File: src/rtl/adder_arbiter.sv
// adder_arbiter: round-robin arbiter sharing one external combinational adder
// among NREQ requesters, with a single registered result slot.
module adder_arbiter #(
  parameter int NREQ  = 3,
  parameter int WIDTH = 32,
  localparam int IW   = (NREQ > 1) ? $clog2(NREQ) : 1
) (
  input  logic                  clk,
  input  logic                  reset,
  input  logic [NREQ-1:0]       req_valid,
  output logic [NREQ-1:0]       req_ready,
  input  logic [NREQ*WIDTH-1:0] req_a,
  input  logic [NREQ*WIDTH-1:0] req_b,
  output logic [WIDTH-1:0]      add_i1,
  output logic [WIDTH-1:0]      add_i2,
  input  logic [WIDTH-1:0]      add_sum,
  output logic                  resp_valid,
  input  logic                  resp_ready,
  output logic [IW-1:0]         resp_id,
  output logic [WIDTH-1:0]      resp_sum
);
  typedef enum logic {EMPTY, FULL} state_t;
  state_t           r_state;
  logic [IW-1:0]    r_ptr;
  logic [IW-1:0]    r_id;
  logic [WIDTH-1:0] r_sum;
  logic [IW-1:0]    w_win;
  logic             w_any;
  logic             w_grant;
  // Scan from the farthest offset down so the nearest valid requester to r_ptr wins.
  always_comb begin
    w_win = r_ptr;
    w_any = 1'b0;
    for (int i = NREQ - 1; i >= 0; i--)
      if (req_valid[(int'(r_ptr) + i) % NREQ]) begin
        w_win = IW'((int'(r_ptr) + i) % NREQ);
        w_any = 1'b1;
      end
  end
  assign w_grant    = !reset && w_any && (r_state == EMPTY || resp_ready);
  assign req_ready  = w_grant ? NREQ'(1) << w_win : '0;
  assign add_i1     = w_grant ? req_a[int'(w_win)*WIDTH +: WIDTH] : '0;
  assign add_i2     = w_grant ? req_b[int'(w_win)*WIDTH +: WIDTH] : '0;
  assign resp_valid = (r_state == FULL);
  assign resp_id    = r_id;
  assign resp_sum   = r_sum;
  always_ff @(posedge clk or posedge reset) begin
    if (reset) begin
      r_state <= EMPTY;
      r_ptr   <= '0;
      r_id    <= '0;
      r_sum   <= '0;
    end else if (w_grant) begin
      r_state <= FULL;
      r_sum   <= add_sum;
      r_id    <= w_win;
      r_ptr   <= (w_win == IW'(NREQ - 1)) ? '0 : w_win + 1'b1;
    end else if (resp_ready) begin
      r_state <= EMPTY;
    end
  end
endmodule

File: config.mk
export PLATFORM = sky130hd
export DESIGN_NAME = adder_arbiter
export DESIGN_NICKNAME = d
export VERILOG_FILES = /design/src/rtl/adder_arbiter.sv
export SDC_FILE = /design/constraint.sdc
export NUM_CORES = 1
export LEC_CHECK = 0
export CAP_MARGIN = 5
export CORE_AREA = 2 2 127 129
export CTS_CLUSTER_DIAMETER = 100
export DETAILED_ROUTE_END_ITERATION = 10
export DIE_AREA = 0 0 129 131
export PLACE_DENSITY = 0.7
export SETUP_SLACK_MARGIN = 0.02
export SKIP_LAST_GASP = 1
export SYNTH_ARGS = -nofsm -noshare
export SYNTH_HDL_FRONTEND = slang
export SYNTH_SLANG_ARGS = --single-unit
File: constraint.sdc
create_clock -name clk -period 6.28 [get_ports clk]
set_input_delay 1.256 -clock clk [delete_from_list [all_inputs] [get_ports clk]]
set_output_delay 1.256 -clock clk [all_outputs]
set_load 0.01 [all_outputs]
# Word-level counts from Yosys, hierarchy flattened
# Index checks and enable logic that the tools add are counted.
[totals]
ff_bits = 37
input_bits = 230
word_cells = 44
[classes]
n_bitwise = 1
n_div = 3
n_eq_ne = 1
n_mux = 21
reduce_logical = 5
magnitude_cmp = 3
shifts = 3
n_addsub = 3
[op_table]
columns = ["operator", "count"]
rows = [
  ["96-bit by 8-bit indexed part select with 32-bit output", 2],
  ["32-bit by 4-bit less-than comparator with 1-bit output (second input constant)", 3],
  ["32-bit by 3-bit remainder unit with 32-bit output (second input constant)", 2],
  ["32-bit two-way mux", 2],
  ["3-bit by 3-bit remainder unit with 32-bit output (second input constant)", 1],
  ["1-bit two-way mux", 11],
  ["2-bit two-way mux", 4],
  ["1-bit binary-select mux with 2-bit select", 3],
  ["2-bit by 1-bit adder with 3-bit output (second input constant)", 1],
  ["2-bit by 2-bit adder with 3-bit output (second input constant)", 1],
  ["3-bit two-way mux", 1],
  ["1-bit by 2-bit left shift with 3-bit output (first input constant)", 1],
  ["2-bit by 1-bit adder with 2-bit output (second input constant)", 1],
  ["2-bit == test (second input constant)", 1],
  ["1-bit logical AND", 2],
  ["2-bit nonzero test", 1],
  ["1-bit logical NOT", 1],
  ["1-bit logical OR", 1],
  ["1-bit NOT", 1],
]

# Depth between registers and ports, before layout
# Gate-level depths: netlist (run 1).
[depth]
word_depth = 11
mapped_depth = 11
depth_no_buf = 7

# Least setup slack after synthesis (run 1)
# Ideal clock, no wire load.
[synth_path]
path_kind = "in2out"
start = "input reset"
end = "output add_i2[18]"
arrival_time_ps = 3158
slack_ps = 1866
t_required_ps = 5024
n_path_buf = 1
path_stages = 5
path_cell_list = "inv_1 -> clkbuf_1 -> and3_1 -> o2111ai_1 -> nand3_1"
[synth_via]
elab_chain_cells = 4
[synth_lines]
columns = ["element", "line", "rtl"]
rows = [
  ["start: declaration", "9", "input logic reset,"],
  ["1-bit logical NOT (no source line)", "--", ""],
  ["1-bit logical AND (2 in series)", "40", "assign w_grant = !reset && w_any && (r_state == EMPTY || resp_ready);"],
  ["32-bit two-way mux", "43", "assign add_i2 = w_grant ? req_b[int'(w_win)*WIDTH +: WIDTH] : '0;"],
  ["end: declaration", "15", "output logic [WIDTH-1:0] add_i2,"],
]
# No other way between the ends.

# Worst setup path after layout (run 1)
[layout_path]
start = "input req_valid[2]"
end = "output add_i2[9]"
[layout_via]
elab_chain_cells = 9
word_cells_on_any_way = 19
classes_between = "shift: 1; mux: 16; reduce/logical: 2"
[layout_lines]
columns = ["element", "line", "rtl"]
rows = [
  ["start: declaration", "10", "input logic [NREQ-1:0] req_valid,"],
  ["branches (longest 8 deep; another with 96-bit by 8-bit indexed part select with 32-bit output)", "--", ""],
  ["32-bit two-way mux (*)", "43", ""],
]
# Mark *: on every way between the ends. The select of a mux whose other input is x is not followed.

==> impl_metrics.toml, run 1 <==
[sta]
clock_skew_ns = 0.00627
max_slew.worst_pin.slew_ns = 0.835
setup_viol = 0
fin_ws_ns = 0.846
max_slew_margin_pct = 44.2
fin_crit_sh_pct = 86.5
hold_viol_final = 0
fmax_mhz = 184
setup_tns_ns = 0
min_period_ns = 5.43
rsz0062_at_grt = "false"
maxSlewViolCount = 0

[final_layout]
layout_common_cells = "331 x clkdlybuf4s50_1, 104 x nand2_1, 88 x nand3_1"
nFillCells = 1498
drive_above_1_share_pct = 5.11
final_area_um2 = 8030
diodes = 0
area_growth_pct = 78.4
nNetsFinal = 1133
final_common_cell = "clkdlybuf4s50_1"
fin_util_pct = 51.5

[clock_tree]
postCtsHoldBufs = 0
cts_buffers = 5
clk_pin_slew_ns = 0.05
clock_latency_ns = 0.28
cts_tree = "built"
post_cts_buffers = 0
cts_num_sinks = 37
cts-resized-gates = 0
cts_buffer_depth = 2
htree_levels = 2
clockRootBuffer = "clkbuf_16"

[route]
wirelength_met1_mm = 8.78
dr_wl_met2_mm = 11.1
first_iter_violations = 433
drc = 0
wl_per_cell_um = 19.8
ant_nets = 0
via_per_inst = 5.72
dr.max_layer_used = "met4"
routed-via-count = 6385
drt_wl_total_mm = 22.1
dr_wl_met3_mm = 1.53
dr.pass1.iters = 5

[placement]
gp_congestion = 0.863
placed_cell_area_um2 = 7840
post-place-ws_ns = 0.851
hpwl_mm = 15.5
portBuffers = 331

[global_routing]
grt_pass1_wl_mm = 32.9
overflow = 0
grt_pass1_vias = 5992
grt_use_total_pct = 24.5
antenna_found_initial = 0
grt_max_degree = 109

[synth]
synth_cell_types = 47
netlist_instances = 637
synth_nets = 870
syn-cell-area_um2 = 4500
synth_seq_cells = 37
ys_seq_area_share_pct = 20.6
yosysWarnings = 0
syn_area_per_cell_um2 = 7.06

[floorplanning]
die-area_um2 = 16900
die_x_um = 129
coreArea_um2 = 15600
start_util_pct = 28.8
core.rowCount = 46
die_h_um = 131
io_pins = 332

[outcome]
status = "finished, final reports clean"

[worst_setup_path]
start_kind = "input pin"
required_ns = 5.02
path_max_fanout = 23
arrival_ns = 4.18
path_class = "in2out"
crit_path_end_kind = "output pin"

[power_and_ir_drop]
total_leakage_power_nw = 3.30
peakVddDrop_mv = 0.269
p_per_area_nw_per_um2 = 432

[flow_run]
drv_cap = 0

[hold_path]
hp-class = "reg2reg"
synthesized netlist by cell type (all sizes together):
| master | number | area (um^2) |
|---|---|---|
| a21o | 2 | 15.0 |
| a21oi | 3 | 15.0 |
| a221o | 1 | 10.0 |
| a221oi | 1 | 8.76 |
| a2bb2oi | 1 | 8.76 |
| a31o | 2 | 17.5 |
| a31oi | 20 | 125 |
| a32oi | 1 | 8.76 |
| and2 | 2 | 12.5 |
| and3 | 88 | 551 |
| and3b | 1 | 8.76 |
| and4 | 1 | 8.76 |
| buf | 45 | 280 |
| clkbuf | 50 | 188 |
| dfrtp | 37 | 926 |
| ha | 3 | 37.5 |
| inv | 5 | 18.8 |
| mux2i | 2 | 27.5 |
| nand2 | 104 | 390 |
| nand2b | 2 | 12.5 |
| nand3 | 88 | 440 |
| nand3b | 1 | 7.51 |
| nand4 | 1 | 6.26 |
| nor2 | 9 | 36.3 |
| nor2b | 1 | 6.26 |
| nor3 | 1 | 5.00 |
| nor3b | 1 | 7.51 |
| o2111ai | 43 | 377 |
| o211a | 1 | 10.0 |
| o211ai | 22 | 165 |
| o21a | 1 | 7.51 |
| o21ai | 27 | 139 |
| o221ai | 43 | 377 |
| o22ai | 1 | 6.26 |
| o31a | 1 | 8.76 |
| o31ai | 21 | 158 |
| o32a | 1 | 22.5 |
| o32ai | 1 | 8.76 |
| o41a | 1 | 12.5 |
| o41ai | 1 | 27.5 |
worst paths after layout:
path | startpoint | endpoint | slack [ns] | depth (start not counted)
setup reg to reg | r_ptr[0] | r_ptr[1] | 3.12 | 8
hold / removal | resp_sum[20] | resp_sum[20] | 0.47 | 2
min in group asynchronous | reset | resp_sum[15] | 1.30 | 2
hold reg to reg | resp_sum[20] | resp_sum[20] | 0.47 | 2
setup / recovery | req_valid[2] | add_i2[9] | 0.85 | 8
max in group asynchronous | reset | resp_sum[20] | 4.16 | 3
worst max-delay path, stage by stage:
cell and delay [ns]:
clkdlybuf4s50_1 0.64, inv_2 0.09, o32ai_1 0.55, o31a_2 0.57
buf_12 0.25, nand3_1 0.09, nand3_1 0.15, clkdlybuf4s50_1 0.56
power breakdown:
| group | leakage (nW) | switching [mW] | total [mW] | internal (mW) |
|---|---|---|---|---|
| clock | 0.0938 | 0.0983 | 0.325 | 0.227 |
| combinational | 2.75 | 1.60 | 2.73 | 1.13 |
| sequential | 0.457 | 0.0625 | 0.415 | 0.352 |
sequential cells by signal (all words and copies together), names as in the netlist:
| signal | flops |
|---|---|
| resp_sum | 32 |
| resp_valid | 1 |
| resp_id | 2 |
| r_ptr | 2 |
layout make-up:
class                      count  area (um^2)  area share, %
tap                          216          270           3.37
timing repair buffer         351         3500           43.6
multi-input combinational    500         3120           38.9
inverter                       5         20.0          0.249
clock inverter                 3         65.1          0.811
sequential                    37          926           11.5
clock buffer                   5          125           1.56
logic make-up after synthesis:
kind of cell / after synthesis / synth area share, %
compound gates: 195 / 34.0
fa+ha+maj: 3 / 0.835
buf+inv: 100 / 10.8
flops: 37 / 20.6
mux: 2 / 0.612
simple gates: 300 / 33.2
per-layer routing:
| layer | vias up | global-route usage [%] |
|---|---|---|
| met1 | 3024 | 30.4 |
| met5 | - | 0 |
| met2 | 313 | 42.4 |
| li1 | 2990 | - |
| met4 | 0 | 8.70 |
| met3 | 58 | 4.68 |
through the flow:
| stage | std cells | hold WS [ns] | power, mW |
|---|---|---|---|
| after floorplan | 637 | 0.508 | 1.95 |
| after global placement | 1109 | 0.457 | 3.13 |
| after detailed placement | 1109 | 0.463 | 3.13 |
| after CTS | 1117 | 0.477 | 3.47 |
| after global routing | 1117 | 0.499 | 3.73 |
| final | 1117 | 0.474 | 3.47 |
(Power assumes the default switching activity.)
==> run 2, diff against run 1 <==
- ABC_CLOCK_PERIOD_IN_PS: unset -> 6280
- CTS_CLUSTER_SIZE: unset -> 28
==> results of run 2 <==
Same layout as run 1: the final DEF is identical, and so are final timing and power.
==> run 3, diff against run 2 <==
- PLACE_DENSITY: 0.7 -> 0.71
==> run 3 against run 2 <==
Clock-buffer cell count increased by 1. Sequential share of layout area barely moved. Die area unchanged. Utilization barely moved. Combinational power about the same. Global-route usage decreased by 0.54 points. Critical endpoint is now add_i1[31]. Worst setup slack lost 0.33 ns. Non-clock buffer count decreased by 2. Highest routed layer unchanged. Clock power shrank 8.9%. Largest cell class unchanged. Via count decreased by 0.85%. Critical path type unchanged. Maximum frequency fell by 5.7%. Flip-flop and latch count unchanged.
==> impl_metrics.toml, run 3 (same netlist as run 1, synthesis figures left out) <==
[power_and_ir_drop]
fin_total_pwr_mw = 3.46
p_per_area_nw_per_um2 = 431
peakVddDrop_mv = 0.266
total_leakage_power_nw = 3.29

[clock_tree]
clockRootBuffer = "clkbuf_16"
post_cts_buffers = 0
cts_buffers = 5
cts_num_sinks = 37
htree_levels = 2
postCtsHoldBufs = 0
clk_pin_slew_ns = 0.06
cts-resized-gates = 0
clock_latency_ns = 0.28
cts_buffer_depth = 2
cts_tree = "built"

[hold_path]
hp-start = "resp_sum[25]"
min_to = "resp_sum[25]"
min_delay_path_depth = 2
hp-class = "reg2reg"

[worst_setup_path]
required_ns = 5.02
reg2reg_to = "r_ptr[0]"
start_kind = "input pin"
arrival_ns = 4.51
crit_path_end_kind = "output pin"
path_class = "in2out"
reg2reg_from = "r_ptr[0]"
reg2reg_depth = 7
path_max_fanout = 23
r2r_slack_ns = 2.85

[placement]
gp_congestion = 0.909
portBuffers = 331
placed_cell_area_um2 = 7850
hpwl_mm = 15.7
post-place-ws_ns = 0.570

[global_routing]
grt_max_degree = 124
met1_usage_pct = 31.0
grt_use_met2_pct = 40.9
grt.busiest_layer = "met2"
use_met3_pct = 4.19
overflow = 0
grt_pass1_vias = 5774
grt_use_total_pct = 23.9
grt_pass1_wl_mm = 32.4
antenna_found_initial = 1

[final_layout]
multi_input_area_um2 = 3120
final_common_cell = "clkdlybuf4s50_1"
nFillCells = 1519
largest_reg_flops = 32
drive_above_1_share_pct = 4.89
area_growth_pct = 78.4
final_area_um2 = 8030
layout_common_cells = "331 x clkdlybuf4s50_1, 104 x nand2_1, 88 x nand3_1"
register_area_um2 = 926
nNetsFinal = 1131

[outcome]
status = "finished, final reports clean"

[floorplanning]
die-area_um2 = 16900
die_x_um = 129
coreArea_um2 = 15600
core.rowCount = 46
die_h_um = 131
io_pins = 332
start_util_pct = 28.8

[sta]
max_slew_margin_pct = 43.2
clock_skew_ns = 0.00731
setup_tns_ns = 0
max_slew.worst_pin.slew_ns = 0.853
maxSlewViolCount = 0
fmax_mhz = 173
rsz0062_at_grt = "false"
fin_crit_sh_pct = 91.8
hold_viol_final = 0
setup_viol = 0
min_period_ns = 5.76
fin_ws_ns = 0.516

[route]
first_iter_violations = 501
dr.pass1.iters = 5
routed-via-count = 6331
ant_nets = 0
wl_per_cell_um = 19.7
drt_wl_total_mm = 22.0
via_per_inst = 5.67
drc = 0

[flow_run]
drv_cap = 0
==> run 3: area by class of cell <==
type | instances | share of cell area, %
multi-input cells | 500 | 38.9
flip-flops and latches | 37 | 11.5
repair buffers | 349 | 43.7
diodes | 1 | 0.0312
inverters | 5 | 0.249
clock buffers | 6 | 1.73
well taps | 216 | 3.37
clock inverters | 2 | 0.468
==> run 3: worst max-delay path by stage <==
stage | depth (start not counted) | from | to
floorplan | 5 | reset | add_i2[18]
finish | 7 | req_valid[1] | add_i1[31]
detailed placement | 7 | req_valid[1] | add_i2[4]
CTS | 7 | req_valid[1] | add_i2[4]
global route | 7 | req_valid[1] | add_i2[17]
global placement | 7 | req_valid[1] | add_i2[4]
==> run 3: worst max-delay path: stages <==
cell             delay (ns)
clkdlybuf4s50_1        0.53
mux2i_2                0.29
a2bb2oi_1              0.34
o21a_2                 0.52
nand2_1                0.63
a31oi_1                0.36
clkdlybuf4s50_1        0.57
==> run 3: routing by layer <==
layer / vias to the layer above / wire length, um / share of wire, %
met2: 344 / 10800 / 49
met1: 2950 / 9020 / 41
li1: 2989 / - / -
met3: 48 / 1540 / 7.0
met5: - / 0 / 0
met4: 0 / 633 / 2.9
==> run 3: per-stage QoR <==
stage / cells / util [%] / hold slack (ns)
2_1_floorplan: 637 / - / 0.508
3_3_place_gp: 1107 / 50.3 / 0.457
3_5_place_dp: 1107 / 50.3 / 0.462
4_1_cts: 1115 / 51.4 / 0.476
5_1_grt: 1116 / 51.5 / 0.499
6_report: 1116 / 51.5 / 0.474
==> run 3: report_power, final <==
part           switching, mW  leakage, nW  internal (mW)
Combinational           1.60         2.75           1.14
Sequential            0.0651        0.457          0.352
Clock                 0.0982       0.0831          0.198
